## src/rtl/input_debounce8.sv

```systemverilog
// input_debounce8: per-bit two-flop synchronizer plus tick-sampled stability counters.
// A bit of X flips only after its synchronized input disagrees with it for STABLE_TICKS ticks.
module input_debounce8 #(
  parameter int TICK_DIV = 50000,
  parameter int STABLE_TICKS = 10,
  parameter logic [7:0] INIT_VAL = 8'h00
) (
  input  logic       clk,
  input  logic       clrn,
  input  logic [7:0] SW,
  output logic [7:0] X,
  output logic       CHG,
  output logic       BUSY
);
  localparam logic [15:0] TICK_LAST = 16'(TICK_DIV - 1);
  localparam logic [7:0] CNT_LAST = 8'(STABLE_TICKS - 1);
  logic [7:0] s1, s2, acc, busy_v;
  logic [15:0] pre;
  logic tick;
  logic [7:0][7:0] c;
  assign tick = pre == TICK_LAST;
  assign BUSY = |busy_v;
  genvar i;
  for (i = 0; i < 8; i++) begin : g_ch
    assign acc[i] = (s2[i] != X[i]) && tick && (c[i] == CNT_LAST);
    assign busy_v[i] = |c[i];
  end
  always_ff @(posedge clk or negedge clrn)
    if (!clrn) begin
      s1 <= '0;
      s2 <= '0;
      pre <= '0;
      X <= INIT_VAL;
      CHG <= 1'b0;
    end else begin
      s1 <= SW;
      s2 <= s1;
      pre <= tick ? '0 : pre + 16'd1;
      X <= (X & ~acc) | (s2 & acc);
      CHG <= |acc;
    end
  // A matching input (or an acceptance) always restarts the count; otherwise it advances only on ticks.
  always_ff @(posedge clk or negedge clrn)
    if (!clrn) c <= '0;
    else for (int k = 0; k < 8; k++) c[k] <= (s2[k] == X[k] || acc[k]) ? '0 : tick ? c[k] + 8'd1 : c[k];
endmodule
```

## config.mk

```make
export PLATFORM = sky130hd
export DESIGN_NAME = input_debounce8
export DESIGN_NICKNAME = d
export VERILOG_FILES = /design/src/rtl/input_debounce8.sv
export SDC_FILE = /design/constraint.sdc
export NUM_CORES = 1
export LEC_CHECK = 0
export CORE_AREA = 3 3 143 76
export CTS_CLUSTER_DIAMETER = 120
export DETAILED_ROUTE_END_ITERATION = 8
export DIE_AREA = 0 0 146 79
export GPL_ROUTABILITY_DRIVEN = 0
export PLACE_DENSITY = 0.73
export RECOVER_POWER = 25
export SYNTH_ARGS = -nofsm -noshare
export SYNTH_HDL_FRONTEND = slang
export SYNTH_SLANG_ARGS = --single-unit
export TNS_END_PERCENT = 100
```

## constraint.sdc

```tcl
create_clock -name clk -period 2.2 [get_ports clk]
set_clock_uncertainty 0.15 [all_clocks]
set_input_delay 0.44 -clock clk [delete_from_list [all_inputs] [get_ports clk]]
set_output_delay 0.44 -clock clk [all_outputs]
set_load 0.1 [all_outputs]
```

==> results.py <==
metrics = {
    "final_layout": {
        "n_antenna_cell": 0,
        "finalCoreUtilization_pct": 69.72,
        "layout-drive-gt1-share_pct": 20.34,
        "final_cell_area_sq_um": 6608,
        "fillers": 707,
        "final_cells": 774,
        "synthToLayoutAreaGrowth_pct": 24.38,
        "fin_nets": 671,
        "multiInputGateArea_sq_um": 2638,
        "regArea_sq_um": 2631,
    },
    "critical_path": {
        "cp-end-kind": "output port",
        "cp-endpoint": "BUSY",
        "timing.rr.end": "c[7]",
        "crit_buf_inv": 1,
        "reg2reg_setup_slack_ns": -0.19,
        "cp_top_family": "simple AND/OR/NAND/NOR gates",
        "critPathLaunchType": "flop",
        "rr_worst_depth": 7,
        "crit_path_top_delay_cell": "or4_4",
        "max_stage_delay_ns": 0.56,
        "reg2reg_from": "c[5]",
        "crit_cells": 5,
        "crit_fanout": 2,
        "cp.required_ns": 1.61,
        "crit_chain": "or4_4 -> nor4_4 -> nor4b_4 -> nand4_1 -> buf_12",
        "critPathLaunch": "c[61]",
        "critPathKind": "reg -> out",
        "cp.arrival_ns": 2.17,
    },
    "clock_network": {
        "htreeDepth": 3,
        "cts.sinks": 105,
        "cts-root-buf": "clkbuf_16",
        "numCtsBuffers": 9,
        "cts.path.max_buffers": 2,
        "clk_pin_slew_ns": 0.07,
        "cts_tree": "done",
        "insertion_delay_ns": 0.35,
    },
    "power": {
        "power_density_nw_per_um2": 529.7,
        "ir_drop_mv": 0.3434,
        "p_total_mw": 3.500,
        "p_leak_nw": 2.812,
    },
    "timing": {
        "rsz0062_at_grt": "yes",
        "finalSetupTns_ns": -2.029,
        "period_share_pct": 125.5,
        "relSlewSlack_pct": 25.75,
        "maxSlewViolCount": 0,
        "finalSetupViolations": 10,
        "worstMarginPinSlew_ns": 1.114,
        "fmaxAchievable_mhz": 362.2,
        "period_minus_slack_ns": 2.761,
        "final_hold_viol_count": 0,
        "setup_slack_ns": -0.5611,
    },
    "floorplanning": {
        "core_area_sq_um": 9478,
        "core.rowCount": 25,
        "die-area_sq_um": 11530,
        "dieWidth_um": 146,
        "ioPinCount": 20,
        "die_y_um": 79,
        "start_util_pct": 56.05,
    },
    "synth": {
        "synthesis.nets": 583,
        "synthArstFlopShare_pct": 100.0,
        "yosys-top-cells-area": "dfrtp_1 49%, ha_1 5.9%, a21oi_1 5.4%",
        "yosys_most_used_dff": "dfrtp_1",
        "yosysMostFrequentCell": "dfrtp_1",
        "yosysTopAreaCell": "dfrtp_1",
        "ys_warn_count": 0,
        "ys_ff_latch": 105,
        "avgSynthCellArea_sq_um": 9.695,
        "ys_types": 36,
        "synthTopCellsByCount": "105 x dfrtp_1, 57 x a21oi_1, 43 x nand2_1, 42 x o21ai_0, 37 x or3_1",
        "yosysTopAreaCellShare_pct": 49.46,
        "synth_edf_count": 0,
        "seq_area_frac_synth_pct": 49.46,
        "syn_area_sq_um": 5313,
        "syn_inst": 548,
    },
    "run": {
        "cap_violations": 0,
    },
    "detailed_routing": {
        "via_per_inst": 5.814,
        "vias": 4500,
        "wire_per_inst_um": 16.74,
        "drc": 0,
        "wl_met2_mm": 5.996,
        "drt_wl_total_mm": 12.96,
        "wl_met3_um": 633,
        "met1_length_mm": 6.135,
        "drt-initial-drc-count": 333,
        "drt_pre_antenna_iters": 5,
        "top_layer": "met4",
        "ant_nets": 0,
    },
    "global_routing": {
        "antenna_found_initial": 0,
        "grt_max_degree": 53,
        "grt_pass1_wl_mm": 20.49,
        "overflow": 0,
        "first_global_vias": 4315,
        "grt_usage_pct": 22.12,
    },
    "worst_hold_path": {
        "hp-class": "reg -> reg",
    },
    "place": {
        "dp_hpwl_mm": 8.462,
        "post_dp_cell_area_sq_um": 6093,
        "numPortBuffers": 19,
        "dpl.cell_count": 747,
    },
    "run_status": {
        "status": "finished, violations left",
        "violations": "setup timing",
    },
}
metrics by stage:
stage	setup WS (ns)	hold WS [ns]
3_3_place_gp	-0.1781	0.1818
3_5_place_dp	-0.2660	0.1847
5_1_grt	-0.6000	0.2066
6_report	-0.5611	0.1991
2_1_floorplan	-0.6016	-0.005591
4_1_cts	-0.5505	0.2007
timing repair:
action	in CTS	in global routing
setup endpoints to repair	10	36
endpoints found under the hold margin	17	0
gates resized for setup	9	25
pin swaps	5	10
gates cloned	0	4
buffers inserted	2	6
hold buffers	1	0
cells by family after synthesis:
family / count (synthesis) / share of synthesized area, %
DFF: 105 / 49.46
and+or+nand+nor: 222 / 23.29
adders and majority gates: 25 / 5.888
muxes: 5 / 1.060
xor gates and xnor gates: 28 / 4.616
AOI/OAI and AO/OA: 121 / 12.48
buffers and inverters: 42 / 3.203
sequential cells by signal (all words and copies together), names as in the netlist, named ones only:
name,flops
c,64
pre,16
s1,8
s2,8
CHG,1
placed cells by master, fill, tap and decap left out, drive strengths merged, types with 2 or more instances in the layout:
master and count:
nand3 24, ha 25, dlygate4sd3 9, nand2 43
o21bai 4, or3 37, o31ai 10, o21ai 45
a21oi 57, buf 79, or4b 2, clkinv 3
nand4 32, nor4b 4, and3 2, inv 26
dfrtp 105, o22a 2, and2 15, mux2 5
nor2 30, clkbuf 15, xor2 10, and4 2
nor4 6, or4 15, xnor2 18, and4bb 2
nor3 6
metal layers:
metal / GRT usage [%] / vias up
met1: 30.25 / 2238
li1: - / 2155
met2: 36.73 / 89
met3: 4.846 / 18
met4: 4.972 / 0
met5: 0 / -
power by group:
group,internal [mW],switching (mW)
clock,0.750,0.694
combinational,0.0352,0.0696
sequential,1.94,0.00757
worst min-delay path by stage:
stage | start | cells after the start | to | slack (ns)
2_1_floorplan | clrn | 0 | CHG | -0.006
3_3_place_gp | s1[0] | 0 | s2[0] | 0.18
3_5_place_dp | s1[4] | 0 | s2[4] | 0.18
4_1_cts | s1[4] | 0 | s2[4] | 0.20
5_1_grt | s1[4] | 0 | s2[4] | 0.21
6_report | s1[6] | 0 | s2[6] | 0.20
layout make-up:
| cell class | instances | area share, % |
|---|---|---|
| Timing Repair Buffer | 93 | 12.42 |
| Tap cell | 135 | 2.556 |
| Clock inverter | 4 | 0.3408 |
| Multi-Input combinational cell | 401 | 39.92 |
| Clock buffer | 10 | 3.465 |
| Inverter | 26 | 1.477 |
| Sequential cell | 105 | 39.82 |
No activity file was read; power rests on OpenSTA's default activity.
